[config.mk]
export PLATFORM = sky130hd
export DESIGN_NAME = ad4003_frame_packer
export DESIGN_NICKNAME = d
export VERILOG_FILES = /design/src/rtl/ad4003_frame_packer.sv
export SDC_FILE = /design/constraint.sdc
export NUM_CORES = 1
export LEC_CHECK = 0
export ABC_AREA = 0
export ABC_CLOCK_PERIOD_IN_PS = 14400
export CAP_MARGIN = 20
export CORE_MARGIN = 2
export CORE_UTILIZATION = 54
export DETAILED_ROUTE_END_ITERATION = 8
export GPL_ROUTABILITY_DRIVEN = 1
export HOLD_SLACK_MARGIN = 0.03
export PLACE_DENSITY = 0.85
export SETUP_SLACK_MARGIN = 0.02
export SLEW_MARGIN = 25
export SYNTH_ARGS = -nofsm -noshare
export SYNTH_HDL_FRONTEND = slang
export SYNTH_SLANG_ARGS = --single-unit
[constraint.sdc]
create_clock -name adc_read_clk -period 14.4 [get_ports adc_read_clk]
set_input_delay 1.44 -clock adc_read_clk [delete_from_list [all_inputs] [get_ports adc_read_clk]]
set_output_delay 1.44 -clock adc_read_clk [all_outputs]
set_load 0.01 [all_outputs]
[src/rtl/ad4003_frame_packer.sv]
// ---------------------------------------------------------------------------
// ad4003_frame_packer
//
// Purpose:
//   Sits after the AD4003 deserializer in the adc_read_clk domain. Detects the
//   falling edge of the deserializer shift enable (end of an 18-bit window),
//   snapshots every channel word, and emits one 64-bit AXI4-Stream packet per
//   conversion frame: a header beat followed by ADC_CHANNELS/2 channel-pair
//   beats with each sample sign-extended to 32 bits. Frames that arrive while
//   the previous packet is still in flight are dropped and counted.
//
// Ports:
//   adc_read_clk   clock (deserializer read clock)
//   rst            asynchronous active-high reset
//   acq_en         acquisition enable; frame edges are ignored while low
//   status_clr     single-cycle pulse clearing overrun_cnt / overrun_flag
//   adc_shift_en   deserializer shift enable (already synchronised)
//   adc_data_arr   channel words, channel k at [ADC_DATA_WIDTH*k +: ADC_DATA_WIDTH]
//   m_axis_*       64-bit AXI4-Stream master (tdata/tvalid/tready/tlast)
//   frame_cnt      frames detected while enabled (accepted + dropped), wraps
//   overrun_cnt    dropped frames, saturating
//   overrun_flag   sticky drop indicator
//   busy           packet in progress
// ---------------------------------------------------------------------------
module ad4003_frame_packer #(
  parameter int          ADC_CHANNELS   = 8,
  parameter int          ADC_DATA_WIDTH = 18,
  parameter logic [15:0] HDR_MAGIC      = 16'hAD40,
  parameter int          TCQ            = 1
) (
  input  logic                                   adc_read_clk,
  input  logic                                   rst,
  input  logic                                   acq_en,
  input  logic                                   status_clr,
  input  logic                                   adc_shift_en,
  input  logic [ADC_DATA_WIDTH*ADC_CHANNELS-1:0] adc_data_arr,
  output logic [63:0]                            m_axis_tdata,
  output logic                                   m_axis_tvalid,
  input  logic                                   m_axis_tready,
  output logic                                   m_axis_tlast,
  output logic [31:0]                            frame_cnt,
  output logic [15:0]                            overrun_cnt,
  output logic                                   overrun_flag,
  output logic                                   busy
);

  localparam int PAIRS  = ADC_CHANNELS / 2;
  localparam int BEAT_W = (PAIRS > 1) ? $clog2(PAIRS) : 1;
  localparam int SNAP_W = ADC_DATA_WIDTH * ADC_CHANNELS;
  localparam int EXT_W  = 32 - ADC_DATA_WIDTH;

  localparam logic [BEAT_W-1:0] LAST_BEAT = BEAT_W'(PAIRS - 1);

  localparam logic [1:0] ST_IDLE   = 2'd0;
  localparam logic [1:0] ST_HEADER = 2'd1;
  localparam logic [1:0] ST_DATA   = 2'd2;

  // Elaboration-time guard on the supported parameter range. TCQ only models
  // clock-to-q in behavioural simulation and has no effect on this netlist.
  generate
    if (ADC_CHANNELS < 2 || ADC_CHANNELS > 48 || (ADC_CHANNELS % 2) != 0 ||
        ADC_DATA_WIDTH < 2 || ADC_DATA_WIDTH > 31 || TCQ < 0) begin : g_bad_params
      $error("ad4003_frame_packer: unsupported parameter set");
    end
  endgenerate

  logic [1:0]        state_reg, state_next;
  logic [BEAT_W-1:0] beat_reg, beat_next;
  logic [63:0]       tdata_reg, tdata_next;
  logic              tvalid_reg, tvalid_next;
  logic              tlast_reg, tlast_next;
  logic [SNAP_W-1:0] snapshot_reg, snapshot_next;
  logic              shift_en_d_reg;
  logic [31:0]       frame_cnt_reg;
  logic [15:0]       overrun_cnt_reg;
  logic              overrun_flag_reg;

  logic frame_edge;
  logic handshake;
  logic last_hs;
  logic accept;
  logic drop;

  assign frame_edge = shift_en_d_reg & ~adc_shift_en;
  assign handshake  = tvalid_reg & m_axis_tready;
  assign last_hs    = handshake & tlast_reg;
  // A new frame may start either from idle or exactly on the final handshake
  // of the previous packet, so back-to-back frames lose no cycle.
  assign accept     = frame_edge & acq_en & ((state_reg == ST_IDLE) | last_hs);
  assign drop       = frame_edge & acq_en & ~accept;

  // Pre-formatted data beats built from the snapshot: odd channel in the
  // high word, even channel in the low word, each sign-extended to 32 bits.
  logic [63:0] beat_word [PAIRS];

  genvar gi;
  generate
    for (gi = 0; gi < PAIRS; gi++) begin : g_beat
      logic [ADC_DATA_WIDTH-1:0] ch_even;
      logic [ADC_DATA_WIDTH-1:0] ch_odd;
      assign ch_even = snapshot_reg[(2*gi)*ADC_DATA_WIDTH +: ADC_DATA_WIDTH];
      assign ch_odd  = snapshot_reg[(2*gi+1)*ADC_DATA_WIDTH +: ADC_DATA_WIDTH];
      assign beat_word[gi] = {{EXT_W{ch_odd[ADC_DATA_WIDTH-1]}}, ch_odd,
                              {EXT_W{ch_even[ADC_DATA_WIDTH-1]}}, ch_even};
    end
  endgenerate

  always_comb begin
    state_next    = state_reg;
    beat_next     = beat_reg;
    tdata_next    = tdata_reg;
    tvalid_next   = tvalid_reg;
    tlast_next    = tlast_reg;
    snapshot_next = snapshot_reg;

    if (accept) begin
      // The header carries the frame count before this frame's increment.
      state_next    = ST_HEADER;
      beat_next     = '0;
      tdata_next    = {HDR_MAGIC, 16'(ADC_CHANNELS), frame_cnt_reg};
      tvalid_next   = 1'b1;
      tlast_next    = 1'b0;
      snapshot_next = adc_data_arr;
    end else if (handshake) begin
      case (state_reg)
        ST_HEADER: begin
          state_next = ST_DATA;
          beat_next  = '0;
          tdata_next = beat_word[0];
          tlast_next = (PAIRS == 1);
        end
        ST_DATA: begin
          if (tlast_reg) begin
            state_next  = ST_IDLE;
            tvalid_next = 1'b0;
            tlast_next  = 1'b0;
          end else begin
            beat_next  = beat_reg + 1'b1;
            tdata_next = beat_word[beat_next];
            tlast_next = (beat_next == LAST_BEAT);
          end
        end
        default: begin
          state_next = ST_IDLE;
        end
      endcase
    end
  end

  always_ff @(posedge adc_read_clk or posedge rst) begin
    if (rst) begin
      state_reg    <= ST_IDLE;
      beat_reg     <= '0;
      tdata_reg    <= '0;
      tvalid_reg   <= 1'b0;
      tlast_reg    <= 1'b0;
      snapshot_reg <= '0;
    end else begin
      state_reg    <= state_next;
      beat_reg     <= beat_next;
      tdata_reg    <= tdata_next;
      tvalid_reg   <= tvalid_next;
      tlast_reg    <= tlast_next;
      snapshot_reg <= snapshot_next;
    end
  end

  // Frame edge detection and status counters. Dropped frames still advance
  // frame_cnt so downstream sees a gap in the header sequence numbers.
  always_ff @(posedge adc_read_clk or posedge rst) begin
    if (rst) begin
      shift_en_d_reg   <= 1'b0;
      frame_cnt_reg    <= '0;
      overrun_cnt_reg  <= '0;
      overrun_flag_reg <= 1'b0;
    end else begin
      shift_en_d_reg <= adc_shift_en;

      if (frame_edge && acq_en) begin
        frame_cnt_reg <= frame_cnt_reg + 32'd1;
      end

      // A drop coinciding with a clear is not lost: it becomes the first
      // event of the new counting period.
      if (status_clr) begin
        overrun_cnt_reg  <= drop ? 16'd1 : 16'd0;
        overrun_flag_reg <= drop;
      end else if (drop) begin
        if (overrun_cnt_reg != 16'hFFFF) begin
          overrun_cnt_reg <= overrun_cnt_reg + 16'd1;
        end
        overrun_flag_reg <= 1'b1;
      end
    end
  end

  assign m_axis_tdata  = tdata_reg;
  assign m_axis_tvalid = tvalid_reg;
  assign m_axis_tlast  = tlast_reg;
  assign frame_cnt     = frame_cnt_reg;
  assign overrun_cnt   = overrun_cnt_reg;
  assign overrun_flag  = overrun_flag_reg;
  assign busy          = (state_reg != ST_IDLE);

endmodule

==> summary.txt <==
H-tree levels = 1
Share of cells above drive strength 1 = 0.06586
Iteration-0 DRC Markers = 626
Yosys cell types = 62
Wire length on met1 = 12610 um
Placed inst area = 0.01412 mm^2
Max layer used = met4
Critical Path Source Type = input pin
Row count = 53
Non-Filler Instances = 1673
Number of global-route vias before repair = 9218
Async SR Flop Fraction = 1.000
Slew HR = 0.2424
Final min period = 4.162 ns
Crit path kind = input pin to register
Initial Util = 0.5471
Largest net degree at the start of global routing = 125
Setup bufs post-CTS = 0
Global-route wire length before repair = 48070 um
Finished Cell Area = 0.01495 mm^2
CTS sink cnt = 251
Detailed placer's ending HPWL = 20430 um
IO Count = 266
Synth top area share = 0.5479
Worst VDD drop = 0.1242 mV
Synth Flop Type = dfrtp_1
Antenna-violating nets left = 0
Worst Skew = 0.01578 ns
Die width = 149.7 um
WP data arrival = 4.55 ns
Worst-path clk slew = 0.06 ns
WL final = 30430 um
Crit-path max FO = 75
CTS tree = built
Placed insts = 1627
Routed wl met3 = 2526 um
Nets = 1533
Setup TNS = 0 ns
Most common cell after layout, fill and taps aside = nand2_1
Worst slew pin tran = 1.135 ns
Vias = 9497
Largest area contributor in the netlist = dfrtp_1
RSZ-0062 raised after global routing = false
Count of final setup violators = 0
Pwr dens = 189.1 mW/mm^2
Routed wl met2 = 14440 um
Gate Count Post-Synth = 1162
Mapped Area = 0.01146 mm^2
Max clock buf depth = 3
#FFs+latches synth = 251
Period utilization = 0.2890
Hold Fails Final Rpt = 0
Total power after layout = 2.827 mW
Worst hold slack = 0.4727 ns
Total CTS buffers = 26
Register area share after synthesis = 0.5479
Crit end category = register
First-pass DRT Iterations = 6
Yosys warns = 0
Initial antenna violation count = 1
Post-CTS Hold Buffers = 0
Core area = 0.02096 mm^2
Max-cap viol count = 0
Final worst setup slack = 10.24 ns
WP data required = 14.79 ns
Grt ovf = 0
Worst skew pair latency = 0.52 ns
Post-layout util = 0.7133
Slew Limit Fails = 0
Syn_area_per_cell = 9.865 um^2
Fmax = 0.2403 GHz
Largest cells by area after synthesis = dfrtp_1 55%, nand2_1 15%, a221o_1 2.7%
Post-cts sizing count = 0
Post-Syn Nets = 1315
GRT Overall Usage = 0.2699
Number of flip-flops in the largest register = 144
Die Area = 0.02241 mm^2
Die Ht = 149.7 um
Setup slack at placement = 9.828 ns
CTS root buf = clkbuf_16
Post-synth EDFFs = 0
Routed wire per std cell = 18.19 um
Via/cell ratio = 5.677
Leakage power = 6.958 nW
Run status = complete, no violations
I/O Buffers = 265
Number of remaining DRC errors = 0
HP Class = register to register
Gpl congestion = 0.8347
Highest-count cells in the layout ignoring fill and taps = 455 x nand2_1, 265 x clkdlybuf4s50_1, 251 x dfrtp_1, 31 x a221o_1
Area growth syn-to-layout = 30.40%
-- power by group --
part           leakage [nW]  total, mW  internal [mW]  switching, mW
clock network         0.396      0.644          0.378          0.266
logic                  3.34       1.04          0.522          0.523
registers              3.22       1.14          0.966          0.171
total                  6.96       2.83           1.87          0.960
-- cell usage after synthesis (all sizes together) (15+ instances only) --
cell type,n
mux2i,27
buf,65
xnor2,26
a2bb2oi,22
a221o,31
nor2,15
clkbuf,21
o22ai,26
mux2,16
o2bb2ai,16
dfrtp,251
nand2,455
nand3,19
nand4,21
-- layout make-up --
type / instances / area [um^2]
inverters: 9 / 41.29
multi-input cells: 815 / 4707
repair buffers: 277 / 2759
flip-flops and latches: 251 / 6281
fillers: 1509 / 6007
clock buffers: 45 / 813.3
diodes: 1 / 2.502
well taps: 275 / 344.1
-- path summary, 6_finish.rpt --
| kind | from | to | slack [ns] | depth (start not counted) |
|---|---|---|---|---|
| max | adc_shift_en | m_axis_tdata[1] | 10.24 | 7 |
| min | snapshot_reg[44] | snapshot_reg[44] | 0.47 | 2 |
| max reg2reg | beat_reg[0] | m_axis_tdata[61] | 10.53 | 8 |
| min reg2reg | snapshot_reg[44] | snapshot_reg[44] | 0.47 | 2 |
| max in group asynchronous | rst | snapshot_reg[62] | 11.05 | 4 |
| min in group asynchronous | rst | m_axis_tdata[21] | 1.48 | 2 |
-- logic make-up after synthesis --
logic type                 after synthesis  share of synthesized area
muxes                                   53                    0.05894
AOI/OAI and AO/OA                      137                    0.09638
DFF                                    251                     0.5479
buffers and inverters                   96                    0.04475
xor gates and xnor gates                31                    0.02368
adders and majority gates                3                   0.003275
and+or+nand+nor                        591                     0.2251
-- layer usage --
| metal | global-route usage | up-vias |
|---|---|---|
| li1 | - | 4394 |
| met1 | 0.3768 | 4671 |
| met2 | 0.4317 | 372 |
| met3 | 0.05457 | 60 |
| met4 | 0.08019 | 0 |
| met5 | 0 | - |
-- critical path, cell delays in order --
cell and delay, ns:
clkdlybuf4s50_1 0.45, nand3b_1 0.40, a21oi_4 0.24, buf_4 0.47, buf_4 0.70, nor2_1 0.36
a221o_1 0.43
No activity file was read; power rests on OpenSTA's default activity.
